## src/rtl/vga_timing_pattern_if.sv

```systemverilog
// Video-side bundle of vga_timing_pattern: run/pattern controls in, syncs, coordinates and RGB out.
interface vga_timing_pattern_if #(
  parameter int X_W     = 10,
  parameter int Y_W     = 10,
  parameter int COLOR_W = 8
);
  logic               enable;
  logic [1:0]         pattern_sel;
  logic               hsyncs;
  logic               vsync;
  logic               de;
  logic [X_W-1:0]     x;
  logic [Y_W-1:0]     y;
  logic               frame_start;
  logic [COLOR_W-1:0] R;
  logic [COLOR_W-1:0] G;
  logic [COLOR_W-1:0] B;

  modport master (
    input  enable, pattern_sel,
    output hsyncs, vsync, de, x, y, frame_start, R, G, B
  );

  modport slave (
    output enable, pattern_sel,
    input  hsyncs, vsync, de, x, y, frame_start, R, G, B
  );
endinterface

```

## src/rtl/vga_timing_pattern.sv

```systemverilog
// Parametrised VGA timing generator with a frame-synchronous test-pattern source.
// Every output is registered on the pixel enable, so pins lag the counters by one pixel.
module vga_timing_pattern #(
  parameter int H_ACTIVE  = 640,
  parameter int H_FP      = 16,
  parameter int H_SYNC    = 96,
  parameter int H_BP      = 48,
  parameter int V_ACTIVE  = 480,
  parameter int V_FP      = 10,
  parameter int V_SYNC    = 2,
  parameter int V_BP      = 33,
  parameter int HS_POL    = 0,
  parameter int VS_POL    = 0,
  parameter int CLK_DIV   = 2,
  parameter int COLOR_W   = 8,
  parameter int CHK_SHIFT = 5
) (
  input  logic                clk,
  input  logic                reset,
  vga_timing_pattern_if.master vif
);
  localparam int H_TOTAL = H_ACTIVE + H_FP + H_SYNC + H_BP;
  localparam int V_TOTAL = V_ACTIVE + V_FP + V_SYNC + V_BP;
  localparam int X_W     = $clog2(H_TOTAL);
  localparam int Y_W     = $clog2(V_TOTAL);
  localparam int DIV_W   = (CLK_DIV > 1) ? $clog2(CLK_DIV) : 1;
  localparam int HS_BEG  = H_ACTIVE + H_FP;
  localparam int HS_END  = HS_BEG + H_SYNC;
  localparam int VS_BEG  = V_ACTIVE + V_FP;
  localparam int VS_END  = VS_BEG + V_SYNC;

  localparam logic               HS_ACT = (HS_POL != 0);
  localparam logic               VS_ACT = (VS_POL != 0);
  localparam logic [COLOR_W-1:0] FULL   = '1;

  logic [DIV_W-1:0]   div_cnt;
  logic [X_W-1:0]     h_cnt;
  logic [Y_W-1:0]     v_cnt;
  logic [1:0]         pat_q;

  logic               pix_en;
  logic               h_last;
  logic               v_last;
  logic               at_origin;
  logic [31:0]        h32;
  logic [31:0]        v32;
  logic [1:0]         pat_now;

  logic               de_d;
  logic               hs_d;
  logic               vs_d;
  logic [2:0]         bar_rgb;
  logic [COLOR_W-1:0] r_d;
  logic [COLOR_W-1:0] g_d;
  logic [COLOR_W-1:0] b_d;

  assign pix_en    = (div_cnt == DIV_W'(CLK_DIV - 1));
  assign h_last    = (h_cnt == X_W'(H_TOTAL - 1));
  assign v_last    = (v_cnt == Y_W'(V_TOTAL - 1));
  assign at_origin = (h_cnt == '0) && (v_cnt == '0);
  assign h32       = 32'(h_cnt);
  assign v32       = 32'(v_cnt);

  // The origin pixel already belongs to the new frame, so it uses the freshly sampled selection.
  assign pat_now = at_origin ? vif.pattern_sel : pat_q;

  always_comb begin
    de_d    = (h32 < 32'(H_ACTIVE)) && (v32 < 32'(V_ACTIVE));
    hs_d    = ((h32 >= 32'(HS_BEG)) && (h32 < 32'(HS_END))) ? HS_ACT : ~HS_ACT;
    vs_d    = ((v32 >= 32'(VS_BEG)) && (v32 < 32'(VS_END))) ? VS_ACT : ~VS_ACT;
    bar_rgb = 3'b000;
    r_d     = '0;
    g_d     = '0;
    b_d     = '0;

    case ((h32 * 32'd8) / 32'(H_ACTIVE))
      32'd0:   bar_rgb = 3'b111;
      32'd1:   bar_rgb = 3'b110;
      32'd2:   bar_rgb = 3'b011;
      32'd3:   bar_rgb = 3'b010;
      32'd4:   bar_rgb = 3'b101;
      32'd5:   bar_rgb = 3'b100;
      32'd6:   bar_rgb = 3'b001;
      default: bar_rgb = 3'b000;
    endcase

    if (de_d) begin
      case (pat_now)
        2'd1: begin
          r_d = {COLOR_W{bar_rgb[2]}};
          g_d = {COLOR_W{bar_rgb[1]}};
          b_d = {COLOR_W{bar_rgb[0]}};
        end
        2'd2: begin
          if ((((h32 >> CHK_SHIFT) ^ (v32 >> CHK_SHIFT)) & 32'd1) != 32'd0) begin
            r_d = FULL;
            g_d = FULL;
            b_d = FULL;
          end
        end
        2'd3: begin
          r_d = COLOR_W'(h32);
          g_d = COLOR_W'(v32);
          b_d = COLOR_W'(h32 + v32);
        end
        default: begin
          r_d = '0;
          g_d = '0;
          b_d = '0;
        end
      endcase
    end
  end

  // Hold takes priority over a coincident pixel enable, leaving the outputs idle.
  always_ff @(posedge clk or negedge reset) begin
    if (!reset) begin
      div_cnt         <= '0;
      h_cnt           <= '0;
      v_cnt           <= '0;
      pat_q           <= 2'd0;
      vif.de          <= 1'b0;
      vif.hsyncs      <= ~HS_ACT;
      vif.vsync       <= ~VS_ACT;
      vif.x           <= '0;
      vif.y           <= '0;
      vif.frame_start <= 1'b0;
      vif.R           <= '0;
      vif.G           <= '0;
      vif.B           <= '0;
    end else if (!vif.enable) begin
      div_cnt         <= '0;
      h_cnt           <= '0;
      v_cnt           <= '0;
      vif.de          <= 1'b0;
      vif.hsyncs      <= ~HS_ACT;
      vif.vsync       <= ~VS_ACT;
      vif.x           <= '0;
      vif.y           <= '0;
      vif.frame_start <= 1'b0;
      vif.R           <= '0;
      vif.G           <= '0;
      vif.B           <= '0;
    end else begin
      div_cnt <= pix_en ? '0 : div_cnt + DIV_W'(1);
      if (pix_en) begin
        h_cnt <= h_last ? '0 : h_cnt + X_W'(1);
        if (h_last) begin
          v_cnt <= v_last ? '0 : v_cnt + Y_W'(1);
        end
        if (at_origin) begin
          pat_q <= vif.pattern_sel;
        end
        vif.de          <= de_d;
        vif.hsyncs      <= hs_d;
        vif.vsync       <= vs_d;
        vif.x           <= h_cnt;
        vif.y           <= v_cnt;
        vif.frame_start <= at_origin;
        vif.R           <= r_d;
        vif.G           <= g_d;
        vif.B           <= b_d;
      end
    end
  end
endmodule
```

## src/flat_wrapper.sv

```systemverilog
// flat-port wrapper written by rule: the top's interface ports become plain ports
module vga_timing_pattern_flat 
#(
  parameter int H_ACTIVE  = 640,
  parameter int H_FP      = 16,
  parameter int H_SYNC    = 96,
  parameter int H_BP      = 48,
  parameter int V_ACTIVE  = 480,
  parameter int V_FP      = 10,
  parameter int V_SYNC    = 2,
  parameter int V_BP      = 33,
  parameter int HS_POL    = 0,
  parameter int VS_POL    = 0,
  parameter int CLK_DIV   = 2,
  parameter int COLOR_W   = 8,
  parameter int CHK_SHIFT = 5
)
  (clk, reset, vif_enable, vif_pattern_sel, vif_hsyncs, vif_vsync, vif_de, vif_x, vif_y, vif_frame_start, vif_R, vif_G, vif_B);
  vga_timing_pattern_if #(.COLOR_W(COLOR_W)) vif_i ();
  input  logic clk;
  input  logic reset;
  input wire logic [$bits(vif_i.enable)-1:0] vif_enable;
  input wire logic [$bits(vif_i.pattern_sel)-1:0] vif_pattern_sel;
  output wire logic [$bits(vif_i.hsyncs)-1:0] vif_hsyncs;
  output wire logic [$bits(vif_i.vsync)-1:0] vif_vsync;
  output wire logic [$bits(vif_i.de)-1:0] vif_de;
  output wire logic [$bits(vif_i.x)-1:0] vif_x;
  output wire logic [$bits(vif_i.y)-1:0] vif_y;
  output wire logic [$bits(vif_i.frame_start)-1:0] vif_frame_start;
  output wire logic [$bits(vif_i.R)-1:0] vif_R;
  output wire logic [$bits(vif_i.G)-1:0] vif_G;
  output wire logic [$bits(vif_i.B)-1:0] vif_B;
  assign vif_i.enable = vif_enable;
  assign vif_i.pattern_sel = vif_pattern_sel;
  assign vif_hsyncs = vif_i.hsyncs;
  assign vif_vsync = vif_i.vsync;
  assign vif_de = vif_i.de;
  assign vif_x = vif_i.x;
  assign vif_y = vif_i.y;
  assign vif_frame_start = vif_i.frame_start;
  assign vif_R = vif_i.R;
  assign vif_G = vif_i.G;
  assign vif_B = vif_i.B;
  vga_timing_pattern #(.H_ACTIVE(H_ACTIVE), .H_FP(H_FP), .H_SYNC(H_SYNC), .H_BP(H_BP), .V_ACTIVE(V_ACTIVE), .V_FP(V_FP), .V_SYNC(V_SYNC), .V_BP(V_BP), .HS_POL(HS_POL), .VS_POL(VS_POL), .CLK_DIV(CLK_DIV), .COLOR_W(COLOR_W), .CHK_SHIFT(CHK_SHIFT)) u_core (.clk(clk), .reset(reset), .vif(vif_i));
endmodule
```

## config.mk

```make
export PLATFORM = sky130hd
export DESIGN_NAME = vga_timing_pattern_flat
export DESIGN_NICKNAME = d
export VERILOG_FILES = /design/src/rtl/vga_timing_pattern_if.sv /design/src/rtl/vga_timing_pattern.sv /design/src/flat_wrapper.sv
export SDC_FILE = /design/constraint.sdc
export NUM_CORES = 1
export LEC_CHECK = 0
export CAP_MARGIN = 20
export CORE_AREA = 2 2 121 123
export DETAILED_ROUTE_END_ITERATION = 8
export DIE_AREA = 0 0 123 125
export GPL_TIMING_DRIVEN = 0
export SKIP_LAST_GASP = 1
export SLEW_MARGIN = 20
export SYNTH_ARGS = -nofsm -noshare
export SYNTH_HDL_FRONTEND = slang
export SYNTH_SLANG_ARGS = --single-unit
```

## constraint.sdc

```tcl
create_clock -name clk -period 4.7 [get_ports clk]
set_clock_uncertainty 0.2 [all_clocks]
set_input_delay 0.94 -clock clk [delete_from_list [all_inputs] [get_ports clk]]
set_output_delay 0.94 -clock clk [all_outputs]
set_load 0.01 [all_outputs]
```

==> flow_summary_export.csv, run 1 <==
group,metric,value,unit
power,p_per_area,268.4,mW/mm^2
final_layout,fin_nets,599,
detailed_routing,vias,4319,
setup_path,required,4.75,ns
global_route,grt_max_degree,47,
detailed_routing,ant_nets,0,
placement,gp_congestion,0.8681,
detailed_routing,viasPerCell,5.624,
logic_synthesis,yosysTopAreaCell,"dfrtp_1",
sta,slew-limit-headroom,43.17,%
sta,hold_viol,0,
die,pin_count,53,
clock_tree,ctsLongestPathBuffers,2,
setup_path,criticalPathCategory,"flip-flop to flip-flop",
logic_synthesis,async_reset_ff_share,100.0,%
clock_tree,clk_pin_slew,0.05,ns
clock_tree,cts_root_buf,"clkbuf_16",
final_layout,drive_above_1_share,13.01,%
logic_synthesis,synth_area,0.004826,mm^2
global_route,first_global_vias,4305,
setup_path,worst_setup_path_start_kind,"flip-flop",
final_layout,fillers,1406,
logic_synthesis,synthSimpleGateAreaFrac,21.10,%
die,placementRows,44,
logic_synthesis,syn_inst,516,
setup_path,worst-path-max-fanout,9,
global_route,antenna_found_initial,0,
placement,placed_cell_area,0.005602,mm^2
clock_tree,cts_setup_buffers,0,
final_layout,areaGrowthSynthToFinish,22.82,%
die,fp.dieW,123,um
placement,dp_hpwl,10290,um
sta,tns,0,ns
final_layout,n_antenna_cell,0,
logic_synthesis,synth.area.top_cells,"dfrtp_1 36%, mux2i_1 4.8%, nand2_1 4.4%",
logic_synthesis,synthMuxAreaShare,5.237,%
setup_path,reg2reg_slack,0.38,ns
logic_synthesis,synth-compound-area-share,24.40,%
power,ir_worst_vdd,216.2,uV
placement,port-buffer-count,52,
global_route,grt-ovfl-total,0,
logic_synthesis,yosysWarningCount,0,
die,die_h,125,um
global_route,grt_pass1_wl,22810,um
detailed_routing,drt-total-wl,13970,um
sta,setup_viol,0,
logic_synthesis,ys_seq_area_share,36.87,%
clock_tree,ctsResizeCount,0,
logic_synthesis,avgSynthCellArea,9.352,um^2
sta,rsz0062_at_grt,"no",
setup_path,end_kind,"flip-flop",
logic_synthesis,synth-main-ff-cell,"dfrtp_1",
logic_synthesis,syn-num-nets,535,
sta,finalCritPeriodShare,91.85,%
final_layout,multiInputGateArea,0.002774,mm^2
detailed_routing,first_pass_iters,5,
logic_synthesis,synth-seq-cells,71,
die,coreArea,0.01420,mm^2
job,maxCapViolCount,0,
logic_synthesis,synth_top_family_by_area,"compound AO/OA/AOI/OAI gates",
clock_tree,cts_inserted_buffers,9,
sta,fmax,231.6,MHz
min_path,min_path_type,"flip-flop to flip-flop",
sta,period_needed,4.317,ns
final_layout,fin_util,41.73,%
logic_synthesis,netlist-cell-type-count,85,
clock_tree,clk-insertion-delay-late,0.33,ns
final_layout,seq_area,0.001779,mm^2
logic_synthesis,synth.top_cell.area_share,35.78,%
sta,drv_slew,0,
logic_synthesis,synthAdderAreaFrac,3.785,%
detailed_routing,avgRoutedWirePerCell,18.19,um
power,p_leak,2.459,nW
logic_synthesis,synth.most_common_cell,"dfrtp_1",
setup_path,cp_data_arrival_time,4.36,ns
logic_synthesis,synth_edf_count,0,
clock_tree,h-tree-depth,3,
final_layout,design_area,0.005927,mm^2
power,total_power,1.591,mW
detailed_routing,drc,0,
clock_tree,clock-sinks,71,
global_route,grt_use_total,18.77,%
die,start_util,33.98,%
logic_synthesis,synth-xor-area-share,2.722,%
detailed_routing,drtIter0Drc,285,
sta,worst_slew_pin_slew,0.8454,ns
logic_synthesis,synthTopCellsByCount,"69 x dfrtp_1, 56 x nand2_1, 38 x nor2_1",
clock_tree,hold_buffers,0,
clock_tree,cts_tree,"built",
die,dieArea,0.01538,mm^2
outcome,status,"finished clean",
[cells by family (layout without fill, tap and decap cells)]
logic type | after synthesis | in the layout
simple gates | 191 | 191
compound gates | 153 | 153
flops | 71 | 71
buf+inv | 47 | 115
mux | 25 | 25
xor+xnor | 15 | 15
fa+ha+maj | 14 | 14
[cells in the final DEF (no fill, tap or decap), types with 4 or more instances in the layout]
master | synthesis | final
nand2b_1 | 5 | 5
a211oi_1 | 4 | 4
buf_2 | 4 | 4
mux2i_1 | 23 | 23
a22oi_2 | 8 | 8
nand4_1 | 5 | 5
a31oi_1 | 7 | 7
clkbuf_1 | 16 | 16
a21o_1 | 6 | 6
buf_6 | 10 | 10
o21ai_1 | 10 | 10
nand2_1 | 56 | 56
xor2_1 | 6 | 6
and3_1 | 6 | 6
clkdlybuf4s50_1 | 0 | 51
ha_1 | 13 | 13
dfrtp_1 | 69 | 69
o21ai_0 | 29 | 29
nor3_1 | 7 | 7
a221oi_1 | 7 | 7
nor2_1 | 38 | 38
nand3_1 | 15 | 15
and2_1 | 5 | 5
clkbuf_16 | 0 | 9
inv_1 | 11 | 11
nor2b_1 | 23 | 23
o211ai_1 | 5 | 5
xnor2_1 | 9 | 9
a21oi_1 | 33 | 33
[routing by layer]
metal	vias up	global-route usage, %	part of all wire (%)
li1	2011	-	-
met1	2136	24.83	44
met2	144	31.07	50
met3	28	2.874	4.3
met4	0	6.484	2.2
met5	-	0	0
[layout make-up]
type / count / area share [%]
tap: 184 / 3.884
clock buffer: 11 / 4.095
inverter: 12 / 0.7600
buffer: 35 / 4.053
clock inverter: 4 / 1.182
timing repair buffer: 53 / 9.204
sequential: 71 / 30.02
multi-input combinational: 398 / 46.80
[flip-flops by register name, indices dropped and copies added, names as in the netlist]
name,flops
u_core.vif.G,8
u_core.vif.de,1
u_core.vif.x,10
u_core.v_cnt,10
u_core.vif.B,8
u_core.pat_q,2
u_core.vif.y,10
u_core.h_cnt,10
u_core.vif.frame_start,1
u_core.vif.hsyncs,1
u_core.vif.vsync,1
u_core.div_cnt,1
u_core.vif.R,8
[metrics by stage]
| stage | cells | hold slack [ns] | setup WS, ns |
|---|---|---|---|
| after global routing | 768 | 0.3075 | 0.09816 |
| after floorplan | 516 | 0.2831 | 0.9829 |
| after detailed placement | 753 | 0.2709 | 0.2790 |
| after global placement | 752 | 0.2683 | 0.09798 |
| final | 768 | 0.2771 | 0.3829 |
| after CTS | 768 | 0.2835 | 0.2498 |
[critical path, stage by stage, from the launching register on]
cell	delay [ns]
dfrtp_1	0.62
inv_1	0.16
ha_1	0.29
nor4b_4	0.48
nand3_1	0.24
a41oi_1	0.40
a21oi_1	0.20
a21o_1	0.19
a21boi_0	0.46
o2111ai_1	0.46
nor2_1	0.26
a31oi_1	0.11
a31oi_1	0.17
[path summary, 6_finish.rpt]
path                                               startpoint                            endpoint  cells past startpoint
max                               u_core.h_cnt[1]$_DFFE_PN0N_         u_core.v_cnt[7]$_DFFE_PN0P_                     12
min                        u_core.vif.frame_start$_DFFE_PN0N_  u_core.vif.frame_start$_DFFE_PN0N_                      1
max reg2reg                       u_core.h_cnt[1]$_DFFE_PN0N_         u_core.v_cnt[7]$_DFFE_PN0P_                     12
min reg2reg                u_core.vif.frame_start$_DFFE_PN0N_  u_core.vif.frame_start$_DFFE_PN0N_                      1
max in group asynchronous                               reset       u_core.vif.hsyncs$_DFFE_PN1N_                      2
min in group asynchronous                               reset         u_core.vif.G[4]$_DFFE_PN0N_                      1
[power by group]
group | switching, mW | internal [mW]
logic | 0.131 | 0.0883
clock network | 0.248 | 0.474
registers | 0.0191 | 0.630
Note: power is estimated with default switching activity, not from simulation.
==> inputs of run 2 (changes only) <==
- clock period: 4.7 -> 5.4 ns (I/O delays scaled with it)
==> flow_summary_export.csv, run 2 (same netlist as run 1, synthesis figures left out) <==
group,metric,value,unit
min_path,min_to,"u_core.vif.frame_start$_DFFE_PN0N_",
clock_tree,cts_inserted_buffers,9,
detailed_routing,avgRoutedWirePerCell,18.18,um
clock_tree,clock-sinks,71,
clock_tree,ctsResizeCount,0,
global_route,grt_max_degree,47,
power,p_sw_share,24.99,%
final_layout,areaGrowthSynthToFinish,22.56,%
placement,port-buffer-count,52,
sta,period_needed,4.464,ns
detailed_routing,drtIter0Drc,322,
sta,worst_slew_pin_slew,0.8200,ns
sta,finalCritPeriodShare,82.67,%
final_layout,design_area,0.005914,mm^2
clock_tree,cts_setup_buffers,0,
placement,dp_hpwl,10290,um
clock_tree,cts_tree,"built",
sta,slew-limit-headroom,44.88,%
setup_path,required,5.38,ns
setup_path,end_kind,"flip-flop",
power,p_int,1.038,mW
die,pin_count,53,
clock_tree,ctsLongestPathBuffers,2,
final_layout,fillers,1407,
power,power_frac_comb,13.8,%
sta,fmax,224.0,MHz
global_route,grt_pass1_wl,22810,um
outcome,status,"finished clean",
clock_tree,clk_pin_slew,0.05,ns
setup_path,worst_setup_path_start_kind,"flip-flop",
min_path,whs_path_depth,1,
placement,gp_congestion,0.8681,
power,p_switching,345.8,uW
die,die_h,125,um
global_route,first_global_vias,4305,
power,clkPwrFrac,45.4,%
final_layout,seq_area,0.001779,mm^2
final_layout,final_common_cell,"dfrtp_1",
power,p_per_area,234.0,mW/mm^2
die,coreArea,0.01420,mm^2
power,p_leak,2.455,nW
clock_tree,hold_buffers,0,
sta,drv_slew,0,
global_route,grt-ovfl-total,0,
sta,rsz0062_at_grt,"no",
detailed_routing,vias,4325,
setup_path,reg2reg_from,"u_core.h_cnt[1]$_DFFE_PN0N_",
final_layout,drive_above_1_share,12.84,%
setup_path,r2r-end,"u_core.v_cnt[5]$_DFFE_PN0P_",
power,seqPwrFrac,40.9,%
setup_path,worst-path-max-fanout,10,
min_path,min_from,"u_core.vif.frame_start$_DFFE_PN0N_",
global_route,antenna_found_initial,0,
sta,hold_viol,0,
setup_path,cp_data_arrival_time,4.44,ns
detailed_routing,ant_nets,0,
clock_tree,clk-insertion-delay-late,0.33,ns
die,dieArea,0.01538,mm^2
sta,setup_viol,0,
clock_tree,h-tree-depth,3,
final_layout,multiInputGateArea,0.002763,mm^2
final_layout,layout_common_cells,"69 x dfrtp_1, 56 x nand2_1, 51 x clkdlybuf4s50_1",
detailed_routing,drt-total-wl,13960,um
sta,tns,0,ns
final_layout,fin_nets,599,
die,placementRows,44,
setup_path,rr_worst_depth,11,
global_route,grt_use_total,18.77,%
die,fp.dieW,123,um
detailed_routing,first_pass_iters,5,
power,ir_worst_vdd,188.1,uV
setup_path,criticalPathCategory,"flip-flop to flip-flop",
job,maxCapViolCount,0,
placement,placed_cell_area,0.005602,mm^2
final_layout,n_antenna_cell,0,
min_path,min_path_type,"flip-flop to flip-flop",
detailed_routing,viasPerCell,5.632,
setup_path,reg2reg_slack,0.94,ns
detailed_routing,drc,0,
clock_tree,cts_root_buf,"clkbuf_16",
die,start_util,33.98,%
run 2: cell counts in the layout (fill, tap and decap cells not counted):
Identical to the previous run, type by type.
run 2: critical path, stage by stage (launching register included):
cell      delay [ns]
dfrtp_1         0.63
inv_1           0.16
ha_1            0.28
or4b_4          0.55
o41ai_2         0.62
nor2_1          0.17
a21o_1          0.22
a21boi_0        0.44
o211ai_1        0.28
nand2_1         0.16
clkbuf_1        0.42
a31oi_1         0.19
run 2: worst max-delay path by stage:
stage / from / end / slack [ns] / cells past startpoint
global route: u_core.h_cnt[1]$_DFFE_PN0N_ / u_core.v_cnt[7]$_DFFE_PN0P_ / 0.64 / 11
floorplan: u_core.h_cnt[1]$_DFFE_PN0N_ / u_core.vif.B[0]$_DFFE_PN0N_ / 1.68 / 13
CTS: u_core.h_cnt[1]$_DFFE_PN0N_ / u_core.v_cnt[5]$_DFFE_PN0P_ / 0.95 / 11
finish: u_core.h_cnt[1]$_DFFE_PN0N_ / u_core.v_cnt[5]$_DFFE_PN0P_ / 0.94 / 11
detailed placement: u_core.h_cnt[1]$_DFFE_PN0N_ / u_core.v_cnt[5]$_DFFE_PN0P_ / 0.98 / 11
global placement: reset / u_core.vif.x[5]$_DFFE_PN0N_ / 0.66 / 1
run 2: final cells by class:
cell class | instances | area share (%)
inverter | 12 | 0.7616
buffer | 35 | 4.041
timing repair buffer | 53 | 9.224
clock inverter | 4 | 1.185
multi-input combinational | 398 | 46.71
tap | 184 | 3.893
clock buffer | 11 | 4.104
sequential | 71 | 30.08
run 2: power groups by stage:
stage | Combinational, mW | Clock (mW) | Sequential, mW
2_1_floorplan | 0.113 | 0 | 0.575
3_3_place_gp | 0.186 | 0 | 0.574
3_5_place_dp | 0.190 | 0 | 0.574
4_1_cts | 0.191 | 0.642 | 0.565
5_1_grt | 0.208 | 0.663 | 0.567
6_report | 0.190 | 0.628 | 0.565
run 2: stage by stage:
step | utilization, % | worst slack, ns | cells | hold slack (ns) | power (mW)
4_1_cts | 41.64 | 0.9498 | 768 | 0.2835 | 1.398
3_3_place_gp | 39.26 | 0.6580 | 752 | 0.2683 | 0.7599
2_1_floorplan | - | 1.683 | 516 | 0.2831 | 0.6883
6_report | 41.64 | 0.9356 | 768 | 0.2771 | 1.384
5_1_grt | 41.64 | 0.6353 | 768 | 0.3075 | 1.438
3_5_place_dp | 39.44 | 0.9790 | 753 | 0.2709 | 0.7649
run 2: metal layers:
metal / vias to the layer above / GRT usage [%] / share of wire, %
met5: - / 0 / 0
met4: 0 / 6.484 / 2.1
met3: 28 / 2.874 / 5.1
met2: 152 / 31.07 / 50
met1: 2134 / 24.83 / 43
li1: 2011 / - / -
